File: src/rtl/regbank_pkg.sv
// Shared constants for the register-bank write-back path.
package regbank_pkg;

  localparam int unsigned ADR_W_DEF  = 5;
  localparam int unsigned DATA_W_DEF = 32;

  localparam logic [ADR_W_DEF-1:0] REG_ZERO = '0;

  // Source encoding reported on gnt_id
  localparam logic GNT_ALU = 1'b0;
  localparam logic GNT_MEM = 1'b1;

  // Round-robin preference state
  localparam logic [0:0] PREF_ALU = 1'b0;
  localparam logic [0:0] PREF_MEM = 1'b1;

endpackage

File: src/rtl/regbank_wb_arbiter_if.sv
// Write-back producers <-> arbiter <-> register bank write port bundle.
interface regbank_wb_arbiter_if
  import regbank_pkg::*;
#(
  parameter int unsigned ADR_W  = ADR_W_DEF,
  parameter int unsigned DATA_W = DATA_W_DEF
);

  logic              alu_valid;
  logic [ADR_W-1:0]  alu_adr;
  logic [DATA_W-1:0] alu_data;
  logic              alu_ready;

  logic              mem_valid;
  logic [ADR_W-1:0]  mem_adr;
  logic [DATA_W-1:0] mem_data;
  logic              mem_ready;

  logic [ADR_W-1:0]  AdrC;
  logic [DATA_W-1:0] C;
  logic              W;
  logic              gnt_id;

  // Producer / observer side
  modport master (
    output alu_valid, alu_adr, alu_data, mem_valid, mem_adr, mem_data,
    input  alu_ready, mem_ready, AdrC, C, W, gnt_id
  );

  // Arbiter side
  modport slave (
    input  alu_valid, alu_adr, alu_data, mem_valid, mem_adr, mem_data,
    output alu_ready, mem_ready, AdrC, C, W, gnt_id
  );

endinterface

File: src/rtl/rr_arb2.sv
// Two-way round-robin picker: one-hot grant, preferred side wins a tie.
module rr_arb2
  import regbank_pkg::*;
(
  input  logic [1:0] i_req,
  input  logic [0:0] i_pref,
  input  logic       i_en,
  output logic [1:0] o_gnt
);

  // Grant: nothing when disabled, sole requester wins, else preferred side
  always_comb begin
    o_gnt = 2'b00;
    if (i_en) begin
      if (i_req == 2'b11) begin
        o_gnt = (i_pref == PREF_MEM) ? 2'b10 : 2'b01;
      end else begin
        o_gnt = i_req;
      end
    end
  end

endmodule

File: src/rtl/regbank_wb_arbiter.sv
// Arbitrates ALU and MEM write-back onto the register bank's single write port.
module regbank_wb_arbiter
  import regbank_pkg::*;
#(
  parameter int unsigned ADR_W     = ADR_W_DEF,
  parameter int unsigned DATA_W    = DATA_W_DEF,
  parameter bit          ZERO_DROP = 1'b1
) (
  input  logic                 clk,
  input  logic                 R,
  input  logic                 hold,
  regbank_wb_arbiter_if.slave  bus
);

  logic [0:0]        r_pref;
  logic [ADR_W-1:0]  r_adr;
  logic [DATA_W-1:0] r_data;
  logic              r_w;
  logic              r_gnt_id;

  logic              w_en;
  logic [1:0]        w_gnt;
  logic              w_xfer;
  logic              w_sel_mem;
  logic [ADR_W-1:0]  w_adr;
  logic [DATA_W-1:0] w_data;
  logic              w_drop;

  // Reset also blocks grants so a request in the reset cycle is never taken
  assign w_en = ~hold & ~R;

  rr_arb2 u_rr_arb2 (
    .i_req  ({bus.mem_valid, bus.alu_valid}),
    .i_pref (r_pref),
    .i_en   (w_en),
    .o_gnt  (w_gnt)
  );

  assign bus.alu_ready = w_gnt[0];
  assign bus.mem_ready = w_gnt[1];

  // Grant only ever goes to a valid requester, so any grant is a transfer
  assign w_xfer    = |w_gnt;
  assign w_sel_mem = w_gnt[1];

  // Select winner's address and data
  always_comb begin
    w_adr  = bus.alu_adr;
    w_data = bus.alu_data;
    if (w_sel_mem) begin
      w_adr  = bus.mem_adr;
      w_data = bus.mem_data;
    end
  end

  assign w_drop = ZERO_DROP && (w_adr == REG_ZERO);

  // Preference flips to the other side after every transfer, frozen otherwise
  always_ff @(posedge clk) begin
    if (R) begin
      r_pref <= PREF_ALU;
    end else if (w_xfer) begin
      r_pref <= w_sel_mem ? PREF_ALU : PREF_MEM;
    end
  end

  // Output register: load winner, strike W for one cycle unless the target is r0
  always_ff @(posedge clk) begin
    if (R) begin
      r_adr    <= '0;
      r_data   <= '0;
      r_w      <= 1'b0;
      r_gnt_id <= GNT_ALU;
    end else if (w_xfer) begin
      r_adr    <= w_adr;
      r_data   <= w_data;
      r_w      <= ~w_drop;
      r_gnt_id <= w_sel_mem ? GNT_MEM : GNT_ALU;
    end else begin
      r_w      <= 1'b0;
    end
  end

  assign bus.AdrC   = r_adr;
  assign bus.C      = r_data;
  assign bus.W      = r_w;
  assign bus.gnt_id = r_gnt_id;

endmodule
File: src/flat_wrapper.sv
// flat-port wrapper written by rule: the top's interface ports become plain ports
module regbank_wb_arbiter_flat import regbank_pkg::*;
#(
  parameter int unsigned ADR_W     = ADR_W_DEF,
  parameter int unsigned DATA_W    = DATA_W_DEF,
  parameter bit          ZERO_DROP = 1'b1
)
  (clk, R, hold, bus_alu_valid, bus_alu_adr, bus_alu_data, bus_mem_valid, bus_mem_adr, bus_mem_data, bus_alu_ready, bus_mem_ready, bus_AdrC, bus_C, bus_W, bus_gnt_id);
  regbank_wb_arbiter_if #(.ADR_W(ADR_W), .DATA_W(DATA_W)) bus_i ();
  input  logic clk;
  input  logic R;
  input  logic hold;
  input wire logic [$bits(bus_i.alu_valid)-1:0] bus_alu_valid;
  input wire logic [$bits(bus_i.alu_adr)-1:0] bus_alu_adr;
  input wire logic [$bits(bus_i.alu_data)-1:0] bus_alu_data;
  input wire logic [$bits(bus_i.mem_valid)-1:0] bus_mem_valid;
  input wire logic [$bits(bus_i.mem_adr)-1:0] bus_mem_adr;
  input wire logic [$bits(bus_i.mem_data)-1:0] bus_mem_data;
  output wire logic [$bits(bus_i.alu_ready)-1:0] bus_alu_ready;
  output wire logic [$bits(bus_i.mem_ready)-1:0] bus_mem_ready;
  output wire logic [$bits(bus_i.AdrC)-1:0] bus_AdrC;
  output wire logic [$bits(bus_i.C)-1:0] bus_C;
  output wire logic [$bits(bus_i.W)-1:0] bus_W;
  output wire logic [$bits(bus_i.gnt_id)-1:0] bus_gnt_id;
  assign bus_i.alu_valid = bus_alu_valid;
  assign bus_i.alu_adr = bus_alu_adr;
  assign bus_i.alu_data = bus_alu_data;
  assign bus_i.mem_valid = bus_mem_valid;
  assign bus_i.mem_adr = bus_mem_adr;
  assign bus_i.mem_data = bus_mem_data;
  assign bus_alu_ready = bus_i.alu_ready;
  assign bus_mem_ready = bus_i.mem_ready;
  assign bus_AdrC = bus_i.AdrC;
  assign bus_C = bus_i.C;
  assign bus_W = bus_i.W;
  assign bus_gnt_id = bus_i.gnt_id;
  regbank_wb_arbiter #(.ADR_W(ADR_W), .DATA_W(DATA_W), .ZERO_DROP(ZERO_DROP)) u_core (.clk(clk), .R(R), .hold(hold), .bus(bus_i));
endmodule
File: config.mk
export PLATFORM = sky130hd
export DESIGN_NAME = regbank_wb_arbiter_flat
export DESIGN_NICKNAME = d
export VERILOG_FILES = /design/src/rtl/regbank_pkg.sv /design/src/rtl/regbank_wb_arbiter_if.sv /design/src/rtl/rr_arb2.sv /design/src/rtl/regbank_wb_arbiter.sv /design/src/flat_wrapper.sv
export SDC_FILE = /design/constraint.sdc
export NUM_CORES = 1
export LEC_CHECK = 0
export CAP_MARGIN = 20
export CORE_UTILIZATION = 35
export DETAILED_ROUTE_END_ITERATION = 10
export GPL_TIMING_DRIVEN = 0
export PLACE_DENSITY_LB_ADDON = 0.25
export SYNTH_ARGS = -nofsm -noshare
export SYNTH_HDL_FRONTEND = slang
export SYNTH_SLANG_ARGS = --single-unit
File: constraint.sdc
create_clock -name clk -period 1.8 [get_ports clk]
set_clock_uncertainty 0.05 [all_clocks]
set_input_delay 0.27 -clock clk [delete_from_list [all_inputs] [get_ports clk]]
set_output_delay 0.27 -clock clk [all_outputs]
set_load 0.05 [all_outputs]
==> impl_metrics.py, run 1 <==
metrics = {
    "cells_and_area": {
        "layout_common_cells": "clkdlybuf4s50_1, dfxtp_1, nand3_1, o21ai_0",
        "fillers": 522,
        "final_common_cell": "clkdlybuf4s50_1",
        "layout.nets": 447,
        "regArea_sq_um": 800.8,
        "antenna_cells": 0,
        "drive_gt1_share_pct": 10.87,
        "multi_input_area_sq_um": 1012,
        "layoutNonFillerInstCount": 440,
        "area_growth_pct": 69.00,
    },
    "sta": {
        "finalHoldViolations": 0,
        "fmax_ghz": 0.5647,
        "setup_viol_count_final": 0,
        "slew_headroom_pct": 64.96,
        "rsz0062_at_grt": "no",
        "layout_min_cycle_time_ns": 1.771,
        "tightest_slew_ns": 0.5248,
        "finalMaxSlewViolations": 0,
        "post-route-period-util_pct": 98.37,
    },
    "routing": {
        "ant_nets": 0,
        "avgViaCountPerCell": 5.498,
        "drtPass1Iterations": 4,
        "routed_wl_microns": 6942,
        "drt_iter0_drc": 189,
        "dr_total_vias": 2419,
        "drc": 0,
        "wl_per_cell_microns": 15.78,
    },
    "global_routing": {
        "grt_pass1_wl_microns": 10750,
        "grtUsageTotal_pct": 22.09,
        "first_global_vias": 2298,
        "overflow": 0,
        "grt_max_degree": 19,
        "antenna_found_initial": 0,
    },
    "power_and_ir_drop": {
        "leakage_nw": 1.318,
        "powerDensity_nw_per_um2": 663.5,
        "vdd_ir_drop_max_v": 0.0003877,
        "power_mw": 2.290,
    },
    "outcome": {
        "status": "finished, final reports clean",
    },
    "floorplanning": {
        "initial_core_util_pct": 36.63,
        "die_h_microns": 78.38,
        "row_count": 27,
        "core_sq_um": 5574,
        "die_area_sq_um": 6143,
        "io_pins": 120,
        "die_x_microns": 78.38,
    },
    "cts": {
        "ctsHtreeMaxLevel": 2,
        "clkLatencyLatePin_ns": 0.29,
        "cts.sinks": 40,
        "cts_inserted_buffers": 5,
        "root_buffer": "clkbuf_8",
        "path_clk_slew_ns": 0.07,
        "cts_max_path_buffers": 2,
        "cts_tree": "built",
    },
    "worst_setup_path": {
        "slowest_delay_ns": 0.81,
        "cp_max_fo": 2,
        "critPathCaptureType": "output port",
        "path_buf_inv": 1,
        "crit_chain": "clkdlybuf4s50_1",
        "r2r_start": "u_core.r_pref$_SDFFE_PP0P_",
        "critPathSlowestCell": "clkdlybuf4s50_1",
        "crit_path_start_kind": "register",
        "crit_family": "buffers and inverters",
        "critPathArrivalTime_ns": 1.45,
        "required_ns": 1.48,
        "startpoint": "u_core.bus.C[24]$_SDFFE_PP0P_",
        "critPathKind": "reg2out",
    },
    "yosys": {
        "synth_fp_nets": 321,
        "syn_inst": 242,
        "synth.distinct_cells": 28,
        "synth_area_sq_um": 2042,
        "synth-seq-cells": 40,
        "seq_area_frac_synth_pct": 39.22,
        "avgSynthCellArea_sq_um": 8.438,
        "yosys_warnings": 0,
    },
    "min_path": {
        "min_path_type": "in2reg",
        "hold_start": "bus_alu_valid",
    },
    "place": {
        "gp_congestion": 0.7755,
        "numPortBuffers": 117,
        "place_inst": 431,
        "hpwl_microns": 4908,
    },
    "job": {
        "cap_violations": 0,
    },
}
-- area by class of cell --
class / count / area share [%]
plain buffers: 30 / 6.418
clock buffers: 7 / 2.792
inverters: 2 / 0.2175
multi-input cells: 168 / 29.33
flip-flops and latches: 40 / 23.21
well taps: 72 / 2.611
repair buffers: 121 / 35.42
-- Yosys cell counts, drive strengths merged --
| cell | count | area share (%) |
|---|---|---|
| a211o | 1 | 0.43 |
| nand3 | 38 | 9.3 |
| nor2 | 3 | 1.3 |
| inv | 2 | 0.37 |
| a31oi | 23 | 7.0 |
| nand4 | 23 | 7.0 |
| or4 | 2 | 0.74 |
| o21ai | 39 | 9.6 |
| or3b | 1 | 0.55 |
| nand2b | 1 | 0.43 |
| o311a | 1 | 0.49 |
| a21oi | 16 | 3.9 |
| or2 | 2 | 0.61 |
| nor3b | 1 | 0.92 |
| nand2 | 2 | 0.74 |
| clkbuf | 15 | 3.8 |
| buf | 17 | 7.2 |
| a311oi | 14 | 6.0 |
| dfxtp | 40 | 39 |
| and2b | 1 | 0.37 |
-- per-layer routing --
metal	vias up	GRT usage (%)	routed length, microns	part of all wire [%]
met2	99	36.67	3377	49
met4	0	7.778	104	1.5
met3	11	3.605	385	5.5
met5	-	0	0	0
li1	1191	-	-	-
met1	1118	28.85	3076	44
-- final timing paths --
kind,cells after the start,slack [ns],to
worst min register to register,2,0.43,u_core.bus.gnt_id$_SDFFE_PP0P_
worst max-delay path,1,0.03,bus_C[24]
worst min-delay path,3,0.31,u_core.bus.C[28]$_SDFFE_PP0P_
worst max register to register,4,0.40,u_core.bus.AdrC[4]$_SDFFE_PP0P_
-- metrics by stage --
stage	setup WS, ns	utilization (%)	hold slack [ns]	cell area [sq um]	TNS (ns)
final	0.02929	61.91	0.3073	3451	0
after detailed placement	-0.9661	59.26	0.4225	3303	-3.788
after global routing	0.002583	61.91	0.3134	3451	0
after global placement	-0.9939	59.26	0.4278	3303	-3.723
after CTS	0.02817	61.37	0.2952	3421	0
after floorplan	0.2062	-	0.3816	2042	0
-- logic make-up after synthesis --
kind of cell	after synthesis	share of synthesized area, %
buffers and inverters	34	11.34
flip-flops	40	39.22
AND/OR/NAND/NOR	74	22.00
AO/OA/AOI/OAI	94	27.45
-- flip-flops by register name, indices dropped and copies added, names as in the netlist --
register,flops
u_core.bus.AdrC,5
u_core.bus.C,32
u_core.bus.W,1
u_core.bus.gnt_id,1
u_core.r_pref,1
-- timing repair --
action,CTS,global route
buffers inserted,3,1
setup endpoints to repair,2,16
gates resized for setup,17,11
hold buffers,0,0
pin swaps,0,1
-- power by group --
group | switching (mW) | total, mW | leakage, nW | internal, mW
clock | 0.296 | 0.637 | 0.0503 | 0.341
combinational | 0.378 | 0.696 | 0.940 | 0.318
sequential | 0.0244 | 0.957 | 0.327 | 0.933
total | 0.698 | 2.29 | 1.32 | 1.59
(Power assumes the default switching activity.)
==> run 2: changes to the inputs <==
--- a/config.mk
+++ b/config.mk
@@ -10,6 +10,8 @@
 export DETAILED_ROUTE_END_ITERATION = 10
 export GPL_TIMING_DRIVEN = 0
 export PLACE_DENSITY_LB_ADDON = 0.25
+export SKIP_LAST_GASP = 1
+export SLEW_MARGIN = 20
 export SYNTH_ARGS = -nofsm -noshare
 export SYNTH_HDL_FRONTEND = slang
 export SYNTH_SLANG_ARGS = --single-unit
==> results of run 2 <==
No change in the layout: final DEF, timing and power equal those of run 1.
==> run 3: changes to the inputs <==
--- a/config.mk
+++ b/config.mk
@@ -9,7 +9,7 @@
 export CORE_UTILIZATION = 35
 export DETAILED_ROUTE_END_ITERATION = 10
 export GPL_TIMING_DRIVEN = 0
-export PLACE_DENSITY_LB_ADDON = 0.25
+export PLACE_DENSITY = 0.81
 export SKIP_LAST_GASP = 1
 export SLEW_MARGIN = 20
 export SYNTH_ARGS = -nofsm -noshare
==> run 3 against run 2 <==
  * Utilization increased by 0.63 points
  * Total power up 8.3%
  * Final area grew 1.0%
  * Clock-buffer cell count unchanged
  * Fmax rose by 0.18%
  * First-iteration DRC count shrank 21%
  * Setup slack better by 0.0031 ns
  * Register-to-register slack about the same
  * Final cell count grew 0.23%
  * Sequential power barely moved
  * Routed wire length is 4.2% higher
  * Global-route usage is 0.82 points higher
  * Largest cell class unchanged
  * Largest power group unchanged
==> impl_metrics.py, run 3 (same netlist as run 1, synthesis figures left out) <==
metrics = {
    "sta": {
        "finalHoldViolations": 0,
        "layout_min_cycle_time_ns": 1.768,
        "post-route-period-util_pct": 98.20,
        "setup_viol_count_final": 0,
        "timing.final.ws_setup_ns": 0.03243,
        "fmax_ghz": 0.5657,
        "tightest_slew_ns": 0.5252,
        "rsz0062_at_grt": "no",
        "finalMaxSlewViolations": 0,
        "slew_headroom_pct": 64.88,
    },
    "routing": {
        "routed_wl_microns": 7233,
        "drt_iter0_drc": 149,
        "dr_total_vias": 2491,
        "drtPass1Iterations": 4,
        "avgViaCountPerCell": 5.649,
        "wl_per_cell_microns": 16.40,
        "drc": 0,
        "ant_nets": 0,
    },
    "global_routing": {
        "grt_pass1_wl_microns": 11150,
        "busiest_layer": "met2",
        "use_met3_pct": 3.837,
        "grtUsageMet2_pct": 38.51,
        "antenna_found_initial": 0,
        "grtUsageTotal_pct": 22.91,
        "overflow": 0,
        "grt_max_degree": 19,
        "use_met1_pct": 29.76,
        "first_global_vias": 2367,
    },
    "power_and_ir_drop": {
        "powerDensity_nw_per_um2": 711.5,
        "power_frac_seq_pct": 38.6,
        "clkPwrFrac_pct": 33.3,
        "power_mw": 2.480,
        "switching_share_pct": 29.86,
        "vdd_ir_drop_max_v": 0.0003978,
        "power.net_switching_mw": 0.7405,
        "p_int_mw": 1.740,
        "leakage_nw": 1.362,
        "combPwrFrac_pct": 28.1,
    },
    "worst_setup_path": {
        "critPathCaptureType": "output port",
        "path_buf_inv": 1,
        "cp_max_fo": 2,
        "r2r_start": "u_core.r_pref$_SDFFE_PP0P_",
        "crit_family": "buffers and inverters",
        "rrSetupSlack_ns": 0.39,
        "critPathArrivalTime_ns": 1.45,
        "slowest_delay_ns": 0.82,
        "required_ns": 1.48,
        "critPathSlowestCell": "clkdlybuf4s50_1",
        "crit_path_start_kind": "register",
        "rr_worst_depth": 4,
        "worstReg2RegEnd": "u_core.bus.C[24]$_SDFFE_PP0P_",
        "critPathKind": "reg2out",
        "crit_chain": "clkdlybuf4s50_1",
    },
    "cts": {
        "cts.sinks": 40,
        "ctsHtreeMaxLevel": 2,
        "cts_tree": "built",
        "cts_max_path_buffers": 2,
        "clkLatencyLatePin_ns": 0.29,
        "cts_inserted_buffers": 5,
        "root_buffer": "clkbuf_8",
        "path_clk_slew_ns": 0.09,
    },
    "cells_and_area": {
        "drive_gt1_share_pct": 11.38,
        "antenna_cells": 0,
        "area_growth_pct": 70.71,
        "layout.nets": 447,
        "largest_reg_flops": 32,
        "layout_common_cells": "clkdlybuf4s50_1, dfxtp_1, nand3_1, o21ai_0",
        "final_common_cell": "clkdlybuf4s50_1",
    },
    "place": {
        "post-place-ws_ns": -0.9626,
        "gp_congestion": 0.7709,
        "numPortBuffers": 117,
        "hpwl_microns": 5160,
    },
    "floorplanning": {
        "die_area_sq_um": 6143,
        "row_count": 27,
        "die_x_microns": 78.38,
        "core_sq_um": 5574,
        "initial_core_util_pct": 36.63,
        "die_h_microns": 78.38,
        "io_pins": 120,
    },
    "min_path": {
        "min_path_type": "in2reg",
        "hold_depth": 3,
        "hold_start": "bus_alu_valid",
        "min_to": "u_core.bus.C[28]$_SDFFE_PP0P_",
    },
    "job": {
        "cap_violations": 0,
    },
    "outcome": {
        "status": "finished, final reports clean",
    },
}
run 3: worst max-delay path by stage:
stage	start	end	slack [ns]	depth (start not counted)
final	u_core.bus.C[31]$_SDFFE_PP0P_	bus_C[31]	0.03	1
after global routing	u_core.bus.C[25]$_SDFFE_PP0P_	bus_C[25]	0.0003	1
after CTS	u_core.bus.C[24]$_SDFFE_PP0P_	bus_C[24]	0.01	1
after detailed placement	bus_mem_valid	bus_alu_ready	-0.96	6
after global placement	bus_mem_valid	bus_alu_ready	-0.99	6
after floorplan	R	bus_alu_ready	0.21	6
run 3: what timing repair did:
action,in CTS,in global routing
pin swaps,0,1
resized for setup,17,15
endpoints found under the setup margin,2,19
hold buffers,0,0
setup buffers,3,0
run 3: layout make-up:
| class | instances | area, sq um |
|---|---|---|
| Clock inverter | 1 | 30.03 |
| Sequential cell | 40 | 800.8 |
| Multi-Input combinational cell | 168 | 1015 |
| Inverter | 2 | 7.507 |
| Timing Repair Buffer | 120 | 1220 |
| Buffer | 31 | 226.5 |
| Tap cell | 72 | 90.09 |
| Clock buffer | 7 | 96.34 |
| Fill cell | 506 | 2088 |
run 3: power by group through the flow:
stage                     Sequential (mW)  Combinational [mW]  Clock, mW
final                               0.958               0.698      0.825
after global routing                0.963               0.735      0.870
after CTS                           0.958               0.698      0.826
after detailed placement            0.978               0.691          0
after global placement              0.976               0.687          0
after floorplan                      1.14               0.208          0
run 3: stage by stage:
step | hold slack, ns | util [%] | TNS [ns] | instances | instance area, sq um
floorplan | 0.3816 | - | 0 | 242 | 2042
CTS | 0.2968 | 61.91 | 0 | 441 | 3451
finish | 0.2954 | 62.54 | 0 | 441 | 3486
detailed placement | 0.4264 | 59.26 | -4.609 | 431 | 3303
global placement | 0.4136 | 59.26 | -3.813 | 431 | 3303
global route | 0.3162 | 62.54 | 0 | 441 | 3486
run 3: metal layers:
| metal | routed length (microns) | vias to the layer above |
|---|---|---|
| met5 | 0 | - |
| met4 | 79 | 0 |
| li1 | - | 1192 |
| met2 | 3578 | 109 |
| met3 | 434 | 10 |
| met1 | 3140 | 1180 |
